`src/rtl/deser_frame_arbiter.sv`:
```
`default_nettype none
// ============================================================================
// Module   : deser_frame_arbiter
// Brief    : Round-robin frame-granular arbiter sharing one deserializer
//            among N_REQ val/rdy word streams, tagging each frame with its id.
// Revision : 1.0 - initial release
// ============================================================================
module deser_frame_arbiter #(
    parameter int N_REQ     = 4,
    parameter int N_SAMPLES = 8,
    parameter int BIT_WIDTH = 32,
    parameter int ID_W      = $clog2(N_REQ),
    parameter int CNT_W     = $clog2(N_SAMPLES)
) (
    input  logic                       clk,
    input  logic                       reset,
    input  logic [N_REQ-1:0]           req_val,
    output logic [N_REQ-1:0]           req_rdy,
    input  logic [N_REQ*BIT_WIDTH-1:0] req_msg,
    output logic                       deser_val,
    input  logic                       deser_rdy,
    output logic [BIT_WIDTH-1:0]       deser_msg,
    input  logic                       frame_done,
    output logic                       grant_val,
    output logic [ID_W-1:0]            grant_id,
    output logic [CNT_W-1:0]           word_cnt
);

    typedef enum logic [1:0] {
        S_IDLE   = 2'd0,
        S_STREAM = 2'd1,
        S_DRAIN  = 2'd2
    } state_t;

    state_t            state_q, state_d;
    logic [ID_W-1:0]   grant_q, grant_d;
    logic [ID_W-1:0]   rr_q, rr_d;
    logic [CNT_W-1:0]  cnt_q, cnt_d;

    logic [BIT_WIDTH-1:0] w_words [N_REQ];
    logic                 w_found;
    logic [ID_W-1:0]      w_sel;
    logic [ID_W:0]        w_sum;

    for (genvar i = 0; i < N_REQ; i++) begin : g_words
        assign w_words[i] = req_msg[i*BIT_WIDTH +: BIT_WIDTH];
    end

    // Scan from the farthest offset down so the nearest requester to rr_q wins.
    always_comb begin
        w_found = 1'b0;
        w_sel   = '0;
        w_sum   = '0;
        for (int k = N_REQ - 1; k >= 0; k--) begin
            w_sum = {1'b0, rr_q} + (ID_W+1)'(k);
            if (w_sum >= (ID_W+1)'(N_REQ)) begin
                w_sum = w_sum - (ID_W+1)'(N_REQ);
            end
            if (req_val[w_sum[ID_W-1:0]]) begin
                w_found = 1'b1;
                w_sel   = w_sum[ID_W-1:0];
            end
        end
    end

    always_comb begin
        state_d   = state_q;
        grant_d   = grant_q;
        rr_d      = rr_q;
        cnt_d     = cnt_q;
        req_rdy   = '0;
        deser_val = 1'b0;
        deser_msg = w_words[grant_q];
        case (state_q)
            S_IDLE: begin
                if (w_found) begin
                    grant_d = w_sel;
                    rr_d    = (w_sel == ID_W'(N_REQ - 1)) ? '0 : w_sel + ID_W'(1);
                    state_d = S_STREAM;
                end
            end
            S_STREAM: begin
                deser_val         = req_val[grant_q];
                req_rdy[grant_q]  = deser_rdy;
                if (req_val[grant_q] && deser_rdy) begin
                    if (cnt_q == CNT_W'(N_SAMPLES - 1)) begin
                        cnt_d   = '0;
                        state_d = S_DRAIN;
                    end else begin
                        cnt_d = cnt_q + CNT_W'(1);
                    end
                end
            end
            S_DRAIN: begin
                if (frame_done) begin
                    state_d = S_IDLE;
                end
            end
            default: begin
                state_d = S_IDLE;
            end
        endcase
    end

    always_ff @(posedge clk) begin
        if (reset) begin
            state_q <= S_IDLE;
            grant_q <= '0;
            rr_q    <= '0;
            cnt_q   <= '0;
        end else begin
            state_q <= state_d;
            grant_q <= grant_d;
            rr_q    <= rr_d;
            cnt_q   <= cnt_d;
        end
    end

    assign grant_val = (state_q != S_IDLE);
    assign grant_id  = grant_q;
    assign word_cnt  = cnt_q;

endmodule
`default_nettype wire
```
`config.mk`:
```
export PLATFORM = sky130hd
export DESIGN_NAME = deser_frame_arbiter
export DESIGN_NICKNAME = d
export VERILOG_FILES = /design/src/rtl/deser_frame_arbiter.sv
export SDC_FILE = /design/constraint.sdc
export NUM_CORES = 1
export LEC_CHECK = 0
export BUFFER_PORTS_ARGS = -buffer_cell sky130_fd_sc_hd__buf_4
export CAP_MARGIN = 10
export CORE_AREA = 2 2 69 71
export CTS_BUF_LIST = sky130_fd_sc_hd__clkbuf_4 sky130_fd_sc_hd__clkbuf_8
export CTS_CLUSTER_SIZE = 8
export DETAILED_ROUTE_END_ITERATION = 8
export DIE_AREA = 0 0 71 73
export HOLD_SLACK_MARGIN = 0.03
export PLACE_DENSITY = 0.76
export SETUP_SLACK_MARGIN = 0.05
export SYNTH_ARGS = -nofsm -noshare
export SYNTH_HDL_FRONTEND = slang
export SYNTH_SLANG_ARGS = --single-unit
```
`constraint.sdc`:
```
create_clock -name clk -period 2.1 [get_ports clk]
set_input_delay 0.63 -clock clk [delete_from_list [all_inputs] [get_ports clk]]
set_output_delay 0.63 -clock clk [all_outputs]
set_load 0.01 [all_outputs]
```
==> flow_metrics.env, run 1 <==
export IMPL_cp_max_fo=3
export IMPL_clk_latency_ns=0.23
export IMPL_yosysTopAreaCell="mux4_2"
export IMPL_finClkSkew_ns=0.000764
export IMPL_synth_edf_count=0
export IMPL_grt_max_degree=22
export IMPL_final_max_slew_viol_count=0
export IMPL_crit_top_cell="buf_6"
export IMPL_hold_path_startpoint="word_cnt[0]$_SDFFE_PP0P_"
export IMPL_endpoint_kind="output pin"
export IMPL_track_usage_pct=20.4
export IMPL_cts_tree="done"
export IMPL_violations="setup timing"
export IMPL_dp_hpwl_um=4920
export IMPL_cp_arrival_ns=1.51
export IMPL_status="finished, violations left"
export IMPL_drt_iter0_drc=20
export IMPL_ys_flop_type="dfxtp_1"
export IMPL_required_ns=1.47
export IMPL_antenna_left=0
export IMPL_slew_limit_headroom_pct=73.8
export IMPL_num_fill_cells=378
export IMPL_setup_viol=6
export IMPL_n_antenna_cell=0
export IMPL_vias_per_cell=4.94
export IMPL_ys_top_cells_by_count="mux4_2 (33), nor2_1 (12), dfxtp_1 (9), a21oi_1 (6)"
export IMPL_r2r_start="grant_id[0]$_SDFFE_PP0P_"
export IMPL_min_path_type="reg2reg"
export IMPL_drc=0
export IMPL_crit_chain="buf_6 > mux4_2 > and2_4 > buf_6"
export IMPL_syn_nets=240
export IMPL_routed_via_count=1684
export IMPL_finalNetCount=426
export IMPL_crit_family="multiplexers"
export IMPL_ys_async_sr_fraction_pct=0
export IMPL_core_um2=4540
export IMPL_grt_most_used_layer="met2"
export IMPL_leakagePower_nw=1.42
export IMPL_irDropWorstVdd_uv=458
export IMPL_grt_use_met1_pct=23.5
export IMPL_routed_wl_um=6050
export IMPL_r2r_end="state_q[1]$_SDFFE_PP0P_"
export IMPL_clock_fmax_mhz=468
export IMPL_r2r_setup_slack_ns=0.61
export IMPL_cts_made_buffers=3
export IMPL_hold_slack_ns=0.492
export IMPL_area_growth_pct=133
export IMPL_power_frac_seq_pct=15.8
export IMPL_reg2reg_depth=5
export IMPL_cts_hold_fix_buffers=0
export IMPL_cts_max_level=1
export IMPL_synth_warnings=0
export IMPL_drive_gt1_share_pct=81.5
export IMPL_swShare_pct=30.1
export IMPL_die_area_um2=5180
export IMPL_worst_pin_slew_ns=0.393
export IMPL_netlist_instances=102
export IMPL_fin_ws_ns=-0.0380
export IMPL_synth_top_area_share_pct=57.7
export IMPL_yosys_top_cells_area="mux4_2 (58%), dfxtp_1 (14%), nor2_1 (3.5%)"
export IMPL_io_buffers=178
export IMPL_synth_seq_area_share_pct=14.0
export IMPL_fin_util_pct=66.1
export IMPL_path_class="in2out"
export IMPL_grt_overflow_total=0
export IMPL_cts_sinks=9
export IMPL_rsz0062_at_grt="yes"
export IMPL_clockPowerShare_pct=16.4
export IMPL_syn_area_per_cell_um2=12.6
export IMPL_avgRoutedWirePerCell_um=17.7
export IMPL_root_buffer="clkbuf_8"
export IMPL_clock_path_buffers=2
export IMPL_met2_usage_pct=39.9
export IMPL_firstDrtPassIters=4
export IMPL_first_global_vias=1618
export IMPL_cp_slowest_cell="mux4_2"
export IMPL_period_share_pct=102
export IMPL_power_frac_comb_pct=67.8
export IMPL_finalCriticalPeriod_ns=2.14
export IMPL_synth_most_common_cell="mux4_2"
export IMPL_intPower_mw=0.913
export IMPL_fp_row_count=25
export IMPL_use_met3_pct=3.59
export IMPL_cp_start_kind="primary input"
export IMPL_holdPathStages=2
export IMPL_switchingPower_mw=0.392
export IMPL_die_x_um=71
export IMPL_cp_buffers_inverters=2
export IMPL_fin_cells=341
export IMPL_gp_congestion=0.802
export IMPL_initial_utilization_pct=28.4
export IMPL_ios=179
export IMPL_grt_pass1_wl_um=8270
export IMPL_dieHeight_um=73
export IMPL_synthDistinctLibCells=28
export IMPL_tns_ns=-0.0579
export IMPL_worstHoldEndpoint="word_cnt[0]$_SDFFE_PP0P_"
export IMPL_power_density_nw_per_um2=435
export IMPL_hold_violations=0
export IMPL_grt_antenna_before_repair=0
export IMPL_slowest_delay_ns=0.51
export IMPL_path_clk_slew_ns=0.04
export IMPL_synth_seq_cells=9
export IMPL_synth_area_um2=1290
export IMPL_maxCapViolCount=0
export IMPL_dp_cells=332
[power by group through the flow]
stage | combinational (mW) | sequential (mW) | clock (mW)
2_1_floorplan | 0.368 | 0.201 | 0
3_3_place_gp | 0.765 | 0.204 | 0
3_5_place_dp | 0.776 | 0.205 | 0
4_1_cts | 0.857 | 0.202 | 0.221
5_1_grt | 0.937 | 0.208 | 0.228
6_report | 0.885 | 0.206 | 0.215
[metal layers]
| metal | wire length [um] | vias to the layer above |
|---|---|---|
| met4 | 23 | 0 |
| li1 | - | 792 |
| met1 | 2070 | 807 |
| met5 | 0 | - |
| met3 | 393 | 2 |
| met2 | 3560 | 83 |
[stage by stage]
stage	instance area [um2]	setup WS [ns]	total power, mW
after detailed placement	2730	-0.108	0.982
after floorplan	1290	0.0739	0.569
after CTS	2920	-0.0359	1.28
final	3000	-0.0380	1.31
after global routing	3000	-0.0561	1.37
after global placement	2730	-0.0982	0.969
[placed cells by master (no fill, tap or decap)]
cell type	n
clkbuf_4	1
and2_1	2
clkbuf_16	2
xnor2_1	1
or3_1	1
nor3_1	1
dfxtp_2	1
ha_1	2
o21ai_0	1
nor2b_2	1
or2_1	1
inv_1	3
nor2_1	12
a211oi_4	1
mux2i_1	4
mux4_2	33
and2_4	1
a21oi_2	1
buf_4	149
a21oi_1	6
nand2b_1	2
buf_8	1
a22oi_1	1
nor3b_1	1
a211oi_2	1
dfxtp_1	7
and3_1	1
a22o_1	1
buf_6	36
a211oi_1	1
clkbuf_8	3
nand2_1	5
buf_12	2
dfxtp_4	1
[cell families after synthesis]
logic type      Yosys count  share of synthesized area (%)
mux                      37                           60.8
fa+ha+maj                 2                           1.94
compound gates           13                           7.77
simple gates             28                           10.3
flops                     9                           14.0
buf+inv                  12                           4.56
xor+xnor                  1                          0.680
[worst max-delay path by stage]
stage | startpoint | to | slack (ns) | cells past startpoint
floorplan | grant_id[0]$_SDFFE_PP0P_ | deser_msg[10] | 0.07 | 3
global placement | req_val[0] | deser_val | -0.1 | 4
detailed placement | req_val[0] | deser_val | -0.11 | 4
CTS | req_val[0] | deser_val | -0.04 | 4
global route | grant_id[0]$_SDFFE_PP0P_ | deser_msg[8] | -0.06 | 3
finish | req_val[3] | deser_val | -0.04 | 4
[flip-flops by register name (all words and copies together) (netlist names)]
| name | cells |
|---|---|
| word_cnt | 3 |
| grant_id | 2 |
| state_q | 2 |
| rr_q | 2 |
[final cells by class]
type,count,area (um2),share of cell area (%)
inverter,3,11.3,0.376
multi-input combinational,81,1050,35.2
clock buffer,4,48.8,1.63
tap,54,67.6,2.25
timing repair buffer,190,1630,54.4
sequential,9,185,6.18
[timing repair]
action                     in CTS  in global routing
setup endpoints to repair      33                 35
hold endpoints to repair        0                  0
pin swaps                       1                  0
resized for setup              39                  2
buffers inserted                0                  3
cloned                          0                  2
[tightest hold or removal path: stages, from the launching register on]
cell     delay (ns)
dfxtp_1        0.33
nand2_1        0.06
a21oi_1        0.05
Power figures use the tool's default switching activity.
==> run 2: changes to the inputs <==
- SKIP_LAST_GASP: not set -> 1
==> run 2 against run 1 <==
Compared with the run above:
- the flow still finishes with violations (setup timing)
- via count fell by 0.24%
- sequential power barely moved
- global-route usage fell by 0.64 points
- hold slack barely moved
- worst setup slack barely moved
- die area did not move
- maximum frequency barely moved
- first-iteration DRC count rose by 100%
- flip-flop and latch count did not move
- utilization fell by 2.0 points
- critical endpoint unchanged
==> flow_metrics.env, run 2 (same netlist as run 1, synthesis figures left out) <==
export IMPL_fp_row_count=25
export IMPL_grt_pass1_wl_um=8050
export IMPL_cts_sinks=9
export IMPL_initial_utilization_pct=28.4
export IMPL_drt_iter0_drc=40
export IMPL_setup_viol=7
export IMPL_area_growth_pct=126
export IMPL_worst_pin_slew_ns=0.395
export IMPL_finalNetCount=427
export IMPL_vias_per_cell=4.91
export IMPL_firstDrtPassIters=3
export IMPL_largest_reg_flops=3
export IMPL_cp_arrival_ns=1.51
export IMPL_hold_violations=0
export IMPL_antenna_left=0
export IMPL_routed_wl_um=5920
export IMPL_grt_max_degree=22
export IMPL_die_x_um=71
export IMPL_num_fill_cells=382
export IMPL_required_ns=1.47
export IMPL_io_buffers=178
export IMPL_holdPathStages=2
export IMPL_leakagePower_nw=1.39
export IMPL_grt_antenna_before_repair=0
export IMPL_cts_max_level=1
export IMPL_n_antenna_cell=0
export IMPL_finClkSkew_ns=0.000730
export IMPL_cts_hold_fix_buffers=0
export IMPL_fin_ws_ns=-0.0383
export IMPL_clk_latency_ns=0.23
export IMPL_stdcell_area_um2=2910
export IMPL_path_clk_slew_ns=0.04
export IMPL_cp_max_fo=3
export IMPL_drc=0
export IMPL_cts_made_buffers=3
export IMPL_fin_util_pct=64.1
export IMPL_period_share_pct=102
export IMPL_path_class="in2out"
export IMPL_clock_path_buffers=2
export IMPL_drive_gt1_share_pct=81.9
export IMPL_die_area_um2=5180
export IMPL_final_max_slew_viol_count=0
export IMPL_ios=179
export IMPL_power_density_nw_per_um2=426
export IMPL_finalCriticalPeriod_ns=2.14
export IMPL_r2r_start="grant_id[0]$_SDFFE_PP0P_"
export IMPL_rsz0062_at_grt="yes"
export IMPL_avgRoutedWirePerCell_um=17.3
export IMPL_place_area_um2=2730
export IMPL_grt_overflow_total=0
export IMPL_clock_fmax_mhz=468
export IMPL_endpoint_kind="output pin"
export IMPL_r2r_setup_slack_ns=0.61
export IMPL_status="finished, violations left"
export IMPL_root_buffer="clkbuf_8"
export IMPL_gp_congestion=0.802
export IMPL_maxCapViolCount=0
export IMPL_core_um2=4540
export IMPL_worstHoldEndpoint="word_cnt[0]$_SDFFE_PP0P_"
export IMPL_slew_limit_headroom_pct=73.6
export IMPL_cts_tree="done"
export IMPL_hold_path_startpoint="word_cnt[0]$_SDFFE_PP0P_"
export IMPL_r2r_end="state_q[1]$_SDFFE_PP0P_"
export IMPL_cp_start_kind="primary input"
export IMPL_dp_hpwl_um=4920
export IMPL_reg2reg_depth=5
export IMPL_irDropWorstVdd_uv=455
export IMPL_final_cell_mix="buf_4 (177), mux4_2 (33), nor2_1 (12)"
export IMPL_dieHeight_um=73
export IMPL_routed_via_count=1680
export IMPL_first_global_vias=1595
export IMPL_min_path_type="reg2reg"
export IMPL_final_common_cell="buf_4"
export IMPL_violations="setup timing"
export IMPL_track_usage_pct=19.7
[run 2: changes by cell type in the layout (fill, tap and decap cells not counted)]
cell,previous run,this run
buf_4,149,177
nor3b_1,1,0
buf_6,36,9
nor3b_2,0,1
[run 2: worst max path at each step]
stage,slack (ns),startpoint,cells past startpoint,end
2_1_floorplan,0.07,grant_id[0]$_SDFFE_PP0P_,3,deser_msg[10]
3_3_place_gp,-0.1,req_val[0],4,deser_val
3_5_place_dp,-0.11,req_val[0],4,deser_val
4_1_cts,-0.04,grant_id[0]$_SDFFE_PP0P_,3,deser_msg[24]
5_1_grt,-0.06,grant_id[0]$_SDFFE_PP0P_,3,deser_msg[8]
6_report,-0.04,req_val[3],4,deser_val
[run 2: what timing repair did]
action / in CTS / in global routing
setup endpoints to repair: 33 / 35
resized for setup: 6 / 9
setup buffers: 0 / 4
cloned: 0 / 2
pin swaps: 1 / 0
[run 2: layout make-up]
type                            instances  area, um2  share of cell area (%)
Clock buffer                            4       48.8                    1.68
Timing Repair Buffer                  191       1540                    52.8
Sequential cell                         9        185                    6.37
Tap cell                               54       67.6                    2.32
Multi-Input combinational cell         81       1060                    36.4
Inverter                                3       11.3                   0.387
[run 2: metal layers]
layer  part of all wire [%]  vias up  track usage, %
met1                     36      812            23.9
met4                   0.39        0            3.35
met5                      0        -               0
li1                       -      794               -
met3                    6.1        2            3.04
met2                     58       72            37.4
[run 2: critical path, stage by stage]
cell    delay (ns)
buf_6         0.09
mux4_2        0.51
and2_4        0.16
buf_6         0.11
[run 2: metrics by stage]
step	TNS, ns	power [mW]	setup slack (ns)	hold slack [ns]	cells
2_1_floorplan	0	0.569	0.0739	0.480	102
3_3_place_gp	-0.0982	0.969	-0.0982	0.480	332
3_5_place_dp	-0.108	0.982	-0.108	0.488	332
4_1_cts	-0.668	1.21	-0.0370	0.493	336
5_1_grt	-1.24	1.31	-0.0638	0.543	342
6_report	-0.0751	1.24	-0.0383	0.492	342
[run 2: power breakdown]
part / switching (mW) / internal, mW / leakage (nW)
sequential: 0.0198 / 0.186 / 0.0749
combinational: 0.285 / 0.535 / 1.29
clock: 0.0694 / 0.145 / 0.0262
total: 0.374 / 0.865 / 1.39
==> run 3: changes to the inputs <==
- clock period: 2.1 -> 2.2 ns (I/O delays scaled with it)
==> run 3 against run 2 <==
Compared with the run above:
- the flow still finishes with violations (setup timing)
- sequential power fell by 5%
- final cell count rose by 0.58%
- clock skew about the same
- via count grew 1.8%
- combinational power grew 1%
- flip-flop and latch count did not move
- first-iteration DRC count increased by 30%
- die area stayed put
- final area is 2.3% higher
- critical path depth stayed put
- sequential share of layout area down 0.14 points
- highest routed layer unchanged
==> flow_metrics.env, run 3 (same netlist as run 1, synthesis figures left out) <==
export IMPL_area_growth_pct=131
export IMPL_routed_via_count=1711
export IMPL_largest_reg_flops=3
export IMPL_swShare_pct=29.6
export IMPL_multi_input_area_um2=1050
export IMPL_finalNetCount=429
export IMPL_track_usage_pct=20.9
export IMPL_finalCriticalPeriod_ns=2.21
export IMPL_n_antenna_cell=0
export IMPL_period_share_pct=100
export IMPL_dp_cells=333
export IMPL_endpoint_kind="output pin"
export IMPL_place_area_um2=2730
export IMPL_cp_start_kind="register"
export IMPL_fin_ws_ns=-0.00635
export IMPL_min_path_type="reg2reg"
export IMPL_crit_family="multiplexers"
export IMPL_antenna_left=0
export IMPL_firstDrtPassIters=4
export IMPL_die_x_um=71
export IMPL_stdcell_area_um2=2980
export IMPL_cts_made_buffers=3
export IMPL_clockPowerShare_pct=16.4
export IMPL_hold_violations=0
export IMPL_final_max_slew_viol_count=0
export IMPL_io_buffers=178
export IMPL_slowest_delay_ns=0.50
export IMPL_cp_buffers_inverters=3
export IMPL_ios=179
export IMPL_die_area_um2=5180
export IMPL_drt_iter0_drc=52
export IMPL_power_density_nw_per_um2=411
export IMPL_switchingPower_mw=0.363
export IMPL_path_class="reg2out"
export IMPL_dieHeight_um=73
export IMPL_core_um2=4540
export IMPL_initial_utilization_pct=28.4
export IMPL_fin_cells=344
export IMPL_status="finished, violations left"
export IMPL_slew_limit_headroom_pct=74.7
export IMPL_cp_max_fo=5
export IMPL_fp_row_count=25
export IMPL_root_buffer="clkbuf_8"
export IMPL_final_common_cell="buf_4"
export IMPL_grt_pass1_wl_um=8350
export IMPL_intPower_mw=0.861
export IMPL_maxCapViolCount=0
export IMPL_routed_wl_um=6130
export IMPL_finClkSkew_ns=0.000723
export IMPL_vias_per_cell=4.97
export IMPL_avgRoutedWirePerCell_um=17.8
export IMPL_power_frac_comb_pct=67.7
export IMPL_clock_path_buffers=2
export IMPL_first_global_vias=1610
export IMPL_grt_overflow_total=0
export IMPL_cts_sinks=9
export IMPL_required_ns=1.54
export IMPL_crit_top_cell="buf_4"
export IMPL_regArea_um2=185
export IMPL_drc=0
export IMPL_clk_latency_ns=0.23
export IMPL_cp_slowest_cell="mux4_2"
export IMPL_irDropWorstVdd_uv=416
export IMPL_grt_antenna_before_repair=0
export IMPL_fin_util_pct=65.6
export IMPL_cp_arrival_ns=1.55
export IMPL_num_fill_cells=360
export IMPL_rsz0062_at_grt="yes"
export IMPL_cts_max_level=1
export IMPL_power_frac_seq_pct=15.9
export IMPL_leakagePower_nw=1.42
export IMPL_worst_pin_slew_ns=0.380
export IMPL_final_cell_mix="buf_4 (170), mux4_2 (33), buf_6 (17)"
export IMPL_dp_hpwl_um=5120
export IMPL_grt_max_degree=20
export IMPL_violations="setup timing"
export IMPL_crit_chain="buf_4 > buf_12 > mux4_2 > buf_4"
export IMPL_drive_gt1_share_pct=81.4
export IMPL_path_clk_slew_ns=0.04
export IMPL_clock_fmax_mhz=453
export IMPL_setup_viol=7
export IMPL_gp_congestion=0.837
export IMPL_cts_tree="done"
## run 3: area by class of cell
type / instances / share of cell area [%]
sequential: 9 / 6.22
inverter: 3 / 0.378
clock buffer: 4 / 1.64
tap: 54 / 2.27
multi-input combinational: 81 / 35.4
timing repair buffer: 193 / 54.1
## run 3: repair_timing
item,in CTS,in global routing
buffers inserted,1,3
setup endpoints to repair,33,27
pin swaps,1,0
resized for setup,3,16
gates cloned,1,2
hold endpoints to repair,0,0
hold buffers,0,0
## run 3: metal layers
layer / GRT usage (%) / vias to the layer above / wire length (um)
met5: 0 / - / 0
met3: 8.15 / 2 / 611
met1: 23.7 / 824 / 2100
met2: 37.8 / 85 / 3400
met4: 3.35 / 0 / 23
li1: - / 800 / -
## run 3: power groups by stage
stage          clock [mW]  combinational, mW  sequential, mW
2_1_floorplan           0              0.350           0.192
3_3_place_gp            0              0.728           0.197
3_5_place_dp            0              0.742           0.197
4_1_cts             0.207              0.767           0.195
5_1_grt             0.213              0.877           0.196
6_report            0.201              0.829           0.195
## run 3: worst reg2reg max path: cells and delay by family, from the launching register on
kind | cells | cell delay (ns)
buffers and inverters | 1 | 0.16
multiplexers | 2 | 0.74
AND/OR/NAND/NOR | 2 | 0.19
flip-flops | 1 | 0.35
## run 3: worst paths after layout
path / slack [ns] / start / cells past startpoint / end
hold reg to reg: 0.50 / word_cnt[0]$_SDFFE_PP0P_ / 2 / word_cnt[0]$_SDFFE_PP0P_
setup / recovery: -0.006 / grant_id[0]$_SDFFE_PP0P_ / 4 / deser_msg[23]
hold / removal: 0.50 / word_cnt[0]$_SDFFE_PP0P_ / 2 / word_cnt[0]$_SDFFE_PP0P_
setup reg to reg: 0.65 / grant_id[1]$_SDFFE_PP0P_ / 5 / word_cnt[1]$_SDFFE_PP0P_
## run 3: stage by stage
| stage | power [mW] | setup TNS, ns | hold WS, ns | setup WS [ns] |
|---|---|---|---|---|
| final | 1.22 | -0.0141 | 0.502 | -0.00635 |
| after global placement | 0.925 | -0.0531 | 0.482 | -0.0531 |
| after CTS | 1.17 | -0.119 | 0.501 | -0.0219 |
| after floorplan | 0.542 | 0 | 0.480 | 0.0641 |
| after detailed placement | 0.940 | -0.0624 | 0.495 | -0.0624 |
| after global routing | 1.29 | -0.588 | 0.534 | -0.0427 |
